`src/rtl/pool_pkg.sv`:
```
`default_nettype none
// ============================================================================
//  pool_pkg
//  Shared types, constants and address helper for the 2x2 max-pool stages.
//  Rev 1.0 - initial release
// ============================================================================
package pool_pkg;

  // Pass sequencer states
  typedef enum logic [1:0] {
    IDLE = 2'd0,
    RD   = 2'd1,
    EMIT = 2'd2,
    DONE = 2'd3
  } pool_state_t;

  // Pooling window edge and number of taps per window
  localparam int WIN  = 2;
  localparam int TAPS = 4;

  // Channel-major, row-major byte address into a square feature map
  function automatic logic [31:0] src_byte_addr(
    input logic [31:0] ch,
    input logic [31:0] y,
    input logic [31:0] x,
    input logic [31:0] dim
  );
    return ch * dim * dim + y * dim + x;
  endfunction

endpackage
`default_nettype wire

```
`src/rtl/int8_relu_max.sv`:
```
`default_nettype none
// ============================================================================
//  int8_relu_max
//  Combinational signed max of a running accumulator and a new int8 byte.
//  Seeding the accumulator with 0 makes the running max a ReLU'd max.
//  Rev 1.0 - initial release
// ============================================================================
module int8_relu_max (
  input  logic signed [7:0] acc,
  input  logic signed [7:0] din,
  output logic signed [7:0] max_out
);

  // Signed compare; no arithmetic, so no overflow is possible
  assign max_out = (din > acc) ? din : acc;

endmodule
`default_nettype wire

```
`src/rtl/maxpool2x2_relu_32ch.sv`:
```
`default_nettype none
// ============================================================================
//  maxpool2x2_relu_32ch
//  Reads a conv feature map byte by byte, applies ReLU and 2x2/stride-2 max
//  pooling, and streams each pooled byte with its linear index over
//  valid/ready.
//  Rev 1.0 - initial release
// ============================================================================
module maxpool2x2_relu_32ch
  import pool_pkg::*;
#(
  parameter int IN_DIM  = 26,
  parameter int CH      = 32,
  parameter int SRC_LAT = 1
) (
  input  logic        clk,
  input  logic        resetn,
  input  logic        start,
  output logic        busy,
  output logic        done,
  output logic        src_en,
  output logic [31:0] src_addr,
  input  logic [7:0]  src_data,
  output logic        out_valid,
  input  logic        out_ready,
  output logic [7:0]  out_data,
  output logic [12:0] out_idx
);

  localparam int OUT_DIM = IN_DIM / WIN;
  localparam int CH_W    = (CH > 1) ? $clog2(CH) : 1;
  localparam int DIM_W   = (OUT_DIM > 1) ? $clog2(OUT_DIM) : 1;

  localparam logic [CH_W-1:0]  CH_LAST  = CH_W'(CH - 1);
  localparam logic [DIM_W-1:0] DIM_LAST = DIM_W'(OUT_DIM - 1);
  localparam logic [1:0]       LAT_LAST = 2'(SRC_LAT);
  localparam logic [1:0]       TAP_LAST = 2'(TAPS - 1);

  pool_state_t             state, state_nxt;
  logic [CH_W-1:0]         ch;
  logic [DIM_W-1:0]        r, c;
  logic [1:0]              tap;
  logic [1:0]              lat_cnt;
  logic signed [7:0]       max_reg, max_nxt;
  logic                    last_win;
  logic [31:0]             tap_y, tap_x;

  assign last_win = (ch == CH_LAST) && (r == DIM_LAST) && (c == DIM_LAST);

  // Tap row/col inside the window: tap[1] picks the row, tap[0] the column
  assign tap_y = 32'({r, tap[1]});
  assign tap_x = 32'({c, tap[0]});

  assign src_addr = (state == RD) ?
                    src_byte_addr(32'(ch), tap_y, tap_x, 32'(IN_DIM)) : '0;

  assign out_data = (state == EMIT) ? max_reg : '0;
  assign out_idx  = (state == EMIT) ?
                    13'(32'(ch) * 32'(OUT_DIM * OUT_DIM) +
                        32'(r) * 32'(OUT_DIM) + 32'(c)) : '0;

  int8_relu_max u_max (
    .acc     (max_reg),
    .din     (src_data),
    .max_out (max_nxt)
  );

  // State register
  always_ff @(posedge clk or negedge resetn) begin
    if (!resetn) state <= IDLE;
    else         state <= state_nxt;
  end

  // Next-state and control outputs
  always_comb begin
    state_nxt = state;
    busy      = 1'b0;
    done      = 1'b0;
    src_en    = 1'b0;
    out_valid = 1'b0;
    case (state)
      IDLE: if (start) state_nxt = RD;
      RD: begin
        busy   = 1'b1;
        src_en = 1'b1;
        if (lat_cnt == LAT_LAST && tap == TAP_LAST) state_nxt = EMIT;
      end
      EMIT: begin
        busy      = 1'b1;
        out_valid = 1'b1;
        if (out_ready) state_nxt = last_win ? DONE : RD;
      end
      DONE: begin
        done      = 1'b1;
        state_nxt = IDLE;
      end
      default: state_nxt = IDLE;
    endcase
  end

  // Window counters, read latency counter and running max
  always_ff @(posedge clk or negedge resetn) begin
    if (!resetn) begin
      ch      <= '0;
      r       <= '0;
      c       <= '0;
      tap     <= '0;
      lat_cnt <= '0;
      max_reg <= '0;
    end else begin
      case (state)
        IDLE: if (start) begin
          ch      <= '0;
          r       <= '0;
          c       <= '0;
          tap     <= '0;
          lat_cnt <= '0;
          max_reg <= '0;
        end
        RD: begin
          if (lat_cnt == LAT_LAST) begin
            lat_cnt <= '0;
            tap     <= tap + 2'd1;
            max_reg <= max_nxt;
          end else begin
            lat_cnt <= lat_cnt + 2'd1;
          end
        end
        EMIT: if (out_ready && !last_win) begin
          max_reg <= '0;
          tap     <= '0;
          if (c == DIM_LAST) begin
            c <= '0;
            if (r == DIM_LAST) begin
              r  <= '0;
              ch <= ch + 1'b1;
            end else begin
              r <= r + 1'b1;
            end
          end else begin
            c <= c + 1'b1;
          end
        end
        default: ;
      endcase
    end
  end

endmodule
`default_nettype wire

```
`config.mk`:
```
export PLATFORM = sky130hd
export DESIGN_NAME = maxpool2x2_relu_32ch
export DESIGN_NICKNAME = d
export VERILOG_FILES = /design/src/rtl/pool_pkg.sv /design/src/rtl/int8_relu_max.sv /design/src/rtl/maxpool2x2_relu_32ch.sv
export SDC_FILE = /design/constraint.sdc
export NUM_CORES = 1
export LEC_CHECK = 0
export ABC_AREA = 1
export CORE_ASPECT_RATIO = 0.5
export CORE_MARGIN = 2
export CORE_UTILIZATION = 45
export CTS_CLUSTER_DIAMETER = 60
export DETAILED_ROUTE_END_ITERATION = 7
export GPL_ROUTABILITY_DRIVEN = 0
export PLACE_DENSITY = 0.71
export SLEW_MARGIN = 25
export SYNTH_ARGS = -nofsm -noshare
export SYNTH_HDL_FRONTEND = slang
export SYNTH_SLANG_ARGS = --single-unit
```
`constraint.sdc`:
```
create_clock -name clk -period 17.3 [get_ports clk]
set_clock_uncertainty 0.1 [all_clocks]
set_input_delay 3.46 -clock clk [delete_from_list [all_inputs] [get_ports clk]]
set_output_delay 3.46 -clock clk [all_outputs]
set_load 0.01 [all_outputs]
```
**After elaboration in Yosys (flattened, before gate mapping)**

Cells that the tools add are included.

- $add $sub $neg: 9
- Multiply operators: 5
- Order comparisons: 1
- Eq/ne operators: 16
- Muxes and demuxes: 36
- Reductions and logical operators: 17

Operators with widths:

| operator | number |
|---|---|
| two-way mux 8 bit | 5 |
| two-way mux 4 bit | 6 |
| case mux 8 bit (3 select lines) | 1 |
| two-way mux 5 bit | 4 |
| multiplier 5 x 4 -> 9 bit, second input constant | 2 |
| adder 16 x 5 -> 17 bit | 1 |
| two-way mux 17 bit | 1 |
| adder 15 x 10 -> 16 bit | 1 |
| two-way mux 2 bit | 8 |
| case mux 4 bit (2 select lines) | 2 |
| adder 13 x 4 -> 13 bit | 1 |
| adder 13 x 8 -> 13 bit | 1 |
| multiplier 5 x 8 -> 13 bit, second input constant | 1 |
| multiplier 9 x 4 -> 13 bit, second input constant | 1 |
| two-way mux 13 bit | 1 |
| case mux 5 bit (2 select lines) | 1 |
| AND reduction 5 bit | 2 |
| adder 4 x 1 -> 4 bit, second input constant | 2 |
| == test 4 bit, second input constant | 2 |
| > comparator 8 bit | 1 |
| multiplier 4 x 4 -> 8 bit, second input constant | 1 |
| != test 2 x 1 -> 1 bit, second input constant | 4 |
| != test 2 bit, second input constant | 4 |
| case mux 2 bit (4 select lines) | 1 |
| other kinds (17) | 30 |

- Flip-flop bits (word level): 27
- Input bits: 12
- Output and inout port bits: 57
- Logic and storage cells: 91

**Logic depth before layout (Yosys ltp)**

Gate-level depths: netlist of run 1.

- Depth after elaboration: 7
- Depth in mapped cells: 27
- Gate-level depth less buffers: 27

**Modules after synthesis**

From an unflattened synthesis of run 1, not the netlist that was laid out.

- Cells, all modules: 728
- Area total of the unflattened synthesis: 5368.9 µm²

Modules (own cells, without submodules):

| module | instances | cells an instance | area each (µm²) | seq. area each (µm²) |
|---|---|---|---|---|
| maxpool2x2_relu_32ch | 1 | 665 | 4953.5 | 675.6 |
| int8_relu_max | 1 | 63 | 415.4 | 0.0 |

**Worst setup path after synthesis of run 1**

No wires, ideal clock.

- Kind: register -> output
- Start point: register ch[0]
- End point: output src_addr[12]
- Data arrival time: 4883 ps
- Data required time: 13740 ps
- Path slack: 8857 ps
- Stages on the path, launching flop included: 24
- Path buffers: 0
- Cells stage by stage: dfrtp_1 > ha_1 > xor2_1 > ha_1 > inv_1 > fa_1 > inv_1 > ha_1 > inv_1 > fa_1 > inv_1 > ha_1 > nand2_1 > nand3_1 > xor2_1 > ha_1 > ha_1 > nand2_1 > or2_2 > nand3_1 > nand3_1 > nand2_1 > o21ai_0 > nor2_1

- Word-level cells in the longest chain between the ends: 5

Ends and longest elaborated chain:

| item | line | text |
|---|---|---|
| start, declared | maxpool2x2_relu_32ch.sv:40 | `logic [CH_W-1:0] ch;` |
| start signal, assigned | maxpool2x2_relu_32ch.sv:136 | `ch <= ch + 1'b1;` |
| multiplier 5 x 4 -> 9 bit | pool_pkg.sv:28 | `return ch * dim * dim + y * dim + x;` |
| multiplier 9 x 4 -> 13 bit | pool_pkg.sv:28 |  |
| adder 15 x 10 -> 16 bit | pool_pkg.sv:28 |  |
| adder 16 x 5 -> 17 bit | pool_pkg.sv:28 |  |
| two-way mux 17 bit | maxpool2x2_relu_32ch.sv:54 | `assign src_addr = (state == RD) ?` |
| end, declared | maxpool2x2_relu_32ch.sv:22 | `output logic [31:0] src_addr,` |

Every way passes these cells.

**Final worst setup path of run 1**

- Start point: register ch[0]
- End point: output src_addr[13]

The elaborated chain is that of the path after synthesis.

==> metrics.md, run 1 <==
| Metric | Value |
|---|---|
| Rel. slew slack | `roughly a third` |
| Via count | `approximately 4,400` |
| Worst VDD drop | `0.0544 mV` |
| RSZ-0062 raised after global routing | `false` |
| Critical R2R Capture | `max_reg[1]` |
| R2R setup slack | `14,330 ps` |
| First-pass GRT wire length | `about 19,000 microns` |
| Hold Path Origin | `lat_cnt[1]` |
| Initial antenna violation count | `0` |
| Syn_area_per_cell | `7.41 sq um` |
| Max FFs per register | `8` |
| Status | `finished, final reports clean` |
| Area of the multi-input gates | `between 0.003 and 0.004 sq mm` |
| Setup Slack @ Placement | `between 8000 and 9000 ps` |
| Cts bufs inserted | `3` |
| Die Span Y | `around 80 microns` |
| Final WL | `10,700 microns` |
| Slew Viols, Final | `0` |
| Layout cells sized above 1 | `about 2.4%` |
| Largest net degree at the start of global routing | `28` |
| Fill count | `~1,100` |
| Sequential area share after synthesis | `13.0%` |
| Post-synthesis sequential element count | `27` |
| Final Power | `approximately 0.53 mW` |
| Power share of the clock group | `a little over 10%` |
| Starting Density | `46.8%` |
| Sequential power share | `about a fifth` |
| Post-CTS setup buffers | `0` |
| Min-Delay Path Depth | `1` |
| Switch share | `approximately half` |
| Total GRT Usage | `a little under a fifth` |
| Most common cell after layout, fill and taps aside | `inv_1` |
| Critical path type | `flip-flop to output pin` |
| Post-DR wirelength/cell | `around 12 microns` |
| CTS tree | `built` |
| Yosys Warn Count | `0` |
| Num rows | `27` |
| Most frequent cells in the layout | `inv_1 (142), nand2_1 (137), ha_1 (122)` |
| Post-Syn Instances | `702` |
| Clock Path Buffers | `2` |
| Hold Buf Count CTS | `0` |
| Pint | `0.260 mW` |
| # DRC | `0` |
| Switch Pwr | `about 0.27 mW` |
| Max Cap Violations | `0` |
| Post-DP HPWL | `just over 9000 microns` |
| Max incr delay on CP | `550 ps` |
| ANT cells | `0` |
| CP Buf/Inv Count | `2` |
| H-tree depth | `1` |
| Worst reg-to-reg path cell count | `10` |
| Critical Path Fanout Max | `11` |
| Worst setup EP type | `output pin` |
| Mapped Area | `between 0.005 and 0.006 sq mm` |
| Worst Max-Slew Pin Slew | `between 1000 and 1500 ps` |
| Power Density | `between 80 and 90 mW/mm^2` |
| Post-CTS sizing | `0` |
| Cells along the critical path | `ha_1, ha_1, ha_1, inv_1, fa_1, xnor2_1, ha_1, fa_1, ha_1, a21oi_1, nand2_1, a21oi_1, xnor2_1, ha_1, a21oi_1, a21boi_0, nand3_1, and2_1, nand2_1, nand2_1, a21oi_1, clkdlybuf4s50_1` |
| Core region area | `0.0111 sq mm` |
| Crit path DAT | `slightly above 6000 ps` |
| Nets | `between 900 and 1,000` |
| Min Clock Period, post-route | `~9600 ps` |
| Die area | `~0.012 sq mm` |
| CP delay by family, top | `adder cells` |
| Clock root cell | `clkbuf_16` |
| CP most frequent cell | `ha_1` |
| Count of different cell masters after synthesis | `just over 40` |
| DP Area | `0.00581 sq mm` |
| First drt pass iteration count | `4` |
| Fmax | `~100 MHz` |
| Final design area excluding fillers | `0.00590 sq mm` |
| Initial drt markers | `around 180` |
| Final Cycle Share | `between 50% and 60%` |
| Layout area overhead | `13.3%` |
| Startpoint types | `flip-flop` |
| Vias in the first global route | `~4,200` |
| Crit-path slowest cell | `clkdlybuf4s50_1` |
| Worst EP required | `about 14,000 ps` |
| Final setup TNS | `0 ps` |
| Via density | `approximately 5` |
| Final Setup Violations | `0` |
| Logic pwr share | `slightly above 70%` |
| DRT antenna net count | `0` |
| Clk_lat worst skew | `between 200 and 300 ps` |
| Hold path endpoint | `lat_cnt[1]` |
| Fin worst setup slack | `7690 ps` |
| Clock sinks | `27` |
| Hold Fails Final Rpt | `0` |
| GRT Residual Overflow | `0` |
| Layout Utilization | `a little over half` |
| IO Pins | `69` |
| RR Startpoint | `state[1]` |
| Clk pin slew, worst setup/hold paths | `around 70 ps` |
| Leakage | `3.49 nW` |
| Port bufs | `52` |
| Hold Crit Class | `flip-flop to flip-flop` |
| Die width | `156 microns` |
| Storage element area | `just under 700 sq um` |
-- cells by family after synthesis --
logic type | share of synthesized area, %
adders and majority gates | 38.6
buffers and inverters | 13.6
xor gates and xnor gates | 3.70
and+or+nand+nor | 21.0
other | 0.0720
DFF | 13.0
AOI/OAI and AO/OA | 10.2
-- area by class of cell --
type / instances / share of cell area (%)
flip-flops and latches: 27 / 11.5
clock buffers: 3 / 1.27
inverters: 144 / 9.19
repair buffers: 54 / 9.08
clock inverters: 1 / 0.127
multi-input cells: 522 / 65.8
well taps: 145 / 3.08
-- power groups by stage --
stage / Combinational (mW) / Sequential (mW) / Clock (mW)
CTS: 0.375 / 0.102 / 0.0557
detailed placement: 0.372 / 0.102 / 0
global route: 0.432 / 0.105 / 0.0594
floorplan: 0.277 / 0.0960 / 0
finish: 0.372 / 0.102 / 0.0545
global placement: 0.365 / 0.102 / 0
-- metal layers --
layer	share of wire, %	vias up	wire, microns	global-route usage [%]
met2	43	101	4600	30.6
met5	0	-	0	0
met1	51	1986	5490	25.9
met4	0.58	0	62	2.11
li1	-	2322	-	-
met3	5.3	6	574	2.48
-- synthesized netlist by cell type --
library cell	instances	area (sq um)
a211oi_1	1	7.51
a21boi_0	1	7.51
a21o_1	3	22.5
a21oi_1	44	220
a31oi_1	1	6.26
and2_1	2	12.5
buf_2	2	10.0
buf_4	17	128
buf_6	1	11.3
clkbuf_1	4	15.0
clkinv_2	1	5.00
conb_1	1	3.75
dfrtp_1	27	676
fa_1	24	480
ha_1	122	1530
inv_1	142	533
inv_2	1	3.75
nand2_1	137	514
nand2_2	2	12.5
nand2_4	1	11.3
nand3_1	33	165
nand3b_1	8	60.1
nand4_1	7	43.8
nor2_1	40	150
nor2_4	1	11.3
nor3_1	5	25.0
nor3_2	1	10.0
nor3_4	2	32.5
nor3b_1	2	15.0
nor4_4	1	21.3
o211ai_1	1	7.51
o21a_1	2	15.0
o21ai_0	27	135
o21ai_1	6	30.0
o21ai_4	1	16.3
o21bai_1	5	37.5
o221ai_1	1	8.76
o31ai_1	2	15.0
or2_2	1	6.26
xnor2_1	7	61.3
xor2_1	15	131
-- metrics by stage --
stage | std cells | hold slack [ps]
2_1_floorplan | 717 | 354
3_3_place_gp | 892 | 370
3_5_place_dp | 892 | 380
4_1_cts | 896 | 398
5_1_grt | 896 | 420
6_report | 896 | 394
-- worst register-to-register path, delay by kind of cell, from the launching register on --
kind | cells | cell delay [ps]
adders and majority gates | 1 | 540
and+or+nand+nor | 5 | 1140
DFF | 1 | 410
buffers and inverters | 3 | 520
AOI/OAI and AO/OA | 1 | 130
-- worst max path at each step --
stage           from      endpoint  slack (ps)  depth (start not counted)
3_5_place_dp   ch[0]  src_addr[13]        8000                         22
3_3_place_gp   ch[0]  src_addr[12]        8180                         24
4_1_cts        ch[0]  src_addr[13]        7700                         22
5_1_grt        ch[0]  src_addr[13]        7280                         23
2_1_floorplan  ch[0]  src_addr[12]        8860                         23
6_report       ch[0]  src_addr[13]        7690                         22
Note: power is estimated with default switching activity, not from simulation.
==> run 2: changes to the inputs <==
==> constraint.sdc (replaced) <==
create_clock -name clk -period 10 [get_ports clk]
set_clock_uncertainty 0.1 [all_clocks]
set_input_delay 2 -clock clk [delete_from_list [all_inputs] [get_ports clk]]
set_output_delay 2 -clock clk [all_outputs]
set_load 0.01 [all_outputs]
==> metrics.md, run 2 (synthesis gave the netlist of run 1 again) <==
| Metric | Value |
|---|---|
| Final design area excluding fillers | `0.00590 sq mm (about the same)` |
| GRT Residual Overflow | `0 (unchanged)` |
| IO Pins | `69 (unchanged)` |
| Max Cap Violations | `0 (unchanged)` |
| Setup Slack @ Placement | `2140 ps (-5860 ps)` |
| Critical Path Fanout Max | `11 (unchanged)` |
| CTS tree | `built` |
| Logic pwr share | `70.2% (-0.2 points)` |
| Nets | `910 (unchanged)` |
| Post-DP HPWL | `9160 microns (+1.3%)` |
| Max FFs per register | `8 (unchanged)` |
| Hold Crit Class | `flip-flop to flip-flop` |
| Layout cells sized above 1 | `2.40% (unchanged)` |
| RSZ-0062 raised after global routing | `false` |
| ANT cells | `0 (unchanged)` |
| Fin worst setup slack | `1870 ps (-5820 ps)` |
| Worst VDD drop | `0.113 mV (+110%)` |
| Clock Path Buffers | `2 (unchanged)` |
| Initial drt markers | `195 (+9.6%)` |
| Leakage | `3.49 nW (+0.13%)` |
| Fill count | `1,053 (-2.4%)` |
| Num rows | `27 (unchanged)` |
| Post-CTS sizing | `0 (unchanged)` |
| Startpoint types | `flip-flop` |
| Layout Utilization | `53.1% (about the same)` |
| Post-CTS setup buffers | `0 (unchanged)` |
| Pint | `0.450 mW (+73%)` |
| Most common cell after layout, fill and taps aside | `inv_1` |
| Crit path DAT | `6030 ps (-20 ps)` |
| Port bufs | `52 (unchanged)` |
| Power Density | `155 mW/mm^2 (+73%)` |
| DRT antenna net count | `0 (unchanged)` |
| DP Area | `0.00581 sq mm (unchanged)` |
| Total GRT Usage | `18.4% (+0.19 points)` |
| Layout area overhead | `13.3% (about the same)` |
| Core region area | `0.0111 sq mm (unchanged)` |
| Cts bufs inserted | `3 (unchanged)` |
| Die area | `0.0125 sq mm (unchanged)` |
| Clk pin slew, worst setup/hold paths | `80 ps (about the same)` |
| Final WL | `10,800 microns (+0.34%)` |
| Fmax | `123 MHz` |
| Hold Buf Count CTS | `0 (unchanged)` |
| Rel. slew slack | `35.5% (+3.8 points)` |
| Area of the multi-input gates | `0.00388 sq mm (unchanged)` |
| Min Clock Period, post-route | `roughly 8100 ps` |
| Clock sinks | `27 (unchanged)` |
| Worst setup EP type | `output pin` |
| Final Setup Violations | `0 (unchanged)` |
| Critical path type | `flip-flop to output pin` |
| Slew Viols, Final | `0 (unchanged)` |
| Final Cycle Share | `roughly four fifths` |
| Sequential power share | `19.2% (about the same)` |
| Storage element area | `676 sq um (unchanged)` |
| Switch Pwr | `0.466 mW (+74%)` |
| Hold Fails Final Rpt | `0 (unchanged)` |
| Clock root cell | `clkbuf_16` |
| # DRC | `0 (unchanged)` |
| First-pass GRT wire length | `18,900 microns (+0.40%)` |
| Largest net degree at the start of global routing | `28 (unchanged)` |
| H-tree depth | `1 (unchanged)` |
| Clk_lat worst skew | `270 ps (about the same)` |
| Final setup TNS | `0 ps (unchanged)` |
| First drt pass iteration count | `5 (+1)` |
| Initial antenna violation count | `0 (unchanged)` |
| Post-DR wirelength/cell | `12.0 microns (+0.34%)` |
| Vias in the first global route | `4,143 (-1.1%)` |
| Power share of the clock group | `10.6% (+0.3 points)` |
| Switch share | `50.9% (about the same)` |
| Status | `finished, final reports clean` |
| Via density | `4.92 (-0.23%)` |
| Die Span Y | `80.1 microns (unchanged)` |
| Most frequent cells in the layout | `inv_1 (142), nand2_1 (137), ha_1 (122)` |
| Hold WS | `394 ps (-0.408 ps)` |
| Worst EP required | `7900 ps (-5840 ps)` |
| Die width | `156 microns (unchanged)` |
| Worst Max-Slew Pin Slew | `967 ps (-57.5 ps)` |
| Via count | `4,405 (-0.23%)` |
| Starting Density | `46.8% (unchanged)` |
## run 2: cell count changes in the layout (fill, tap and decap cells not counted), sizes merged
cell	change
clkinvlp	-1
inv	+1
## run 2: cell type report
class	instances	share of cell area, %
sequential	27	11.5
clock inverter	1	0.148
tap	145	3.08
clock buffer	3	1.27
multi-input combinational	522	65.8
inverter	144	9.19
timing repair buffer	54	9.08
## run 2: worst paths after layout
kind                                  from  cells after the start            to  slack (ps)
worst min-delay path            lat_cnt[1]                      1    lat_cnt[1]         390
min in group asynchronous           resetn                      2          c[0]        2030
worst min register to register  lat_cnt[1]                      1    lat_cnt[1]         390
worst max register to register    state[1]                     10    max_reg[1]        7060
worst max-delay path                 ch[0]                     25  src_addr[12]        1870
max in group asynchronous           resetn                      2         ch[2]        7500
## run 2: power by group through the flow
stage	sequential, mW	clock, mW	combinational (mW)
floorplan	0.166	0	0.479
global placement	0.176	0	0.631
detailed placement	0.178	0	0.645
CTS	0.176	0.0992	0.649
global route	0.182	0.106	0.749
finish	0.176	0.0972	0.643
## run 2: layer usage
metal	part of all wire, %	vias up	track usage (%)
li1	-	2320	-
met1	52	1988	26.6
met2	43	93	30.4
met3	4.6	4	2.37
met4	0.50	0	2.11
met5	0	-	0
## run 2: critical path, cell delays in order, from the launching register on
cell             delay, ps
dfrtp_1                530
ha_1                   320
xor2_1                 170
ha_1                   180
a21o_1                 150
ha_1                   330
a21oi_1                170
nand2_1                 90
xor2_1                 240
inv_1                  110
fa_1                   550
inv_1                   40
ha_1                   350
nand2_1                110
nand3_1                120
xor2_1                 170
ha_1                   290
ha_1                   360
nand2_1                 80
or2_2                  290
nand3_1                110
nand3_1                110
nand2_1                110
o21ai_0                 80
nor2_1                 150
clkdlybuf4s50_1        550
## run 2: through the flow
stage / power [mW] / instances
5_1_grt: 1.04 / 896
2_1_floorplan: 0.645 / 717
6_report: 0.916 / 896
4_1_cts: 0.925 / 896
3_5_place_dp: 0.823 / 892
3_3_place_gp: 0.807 / 892
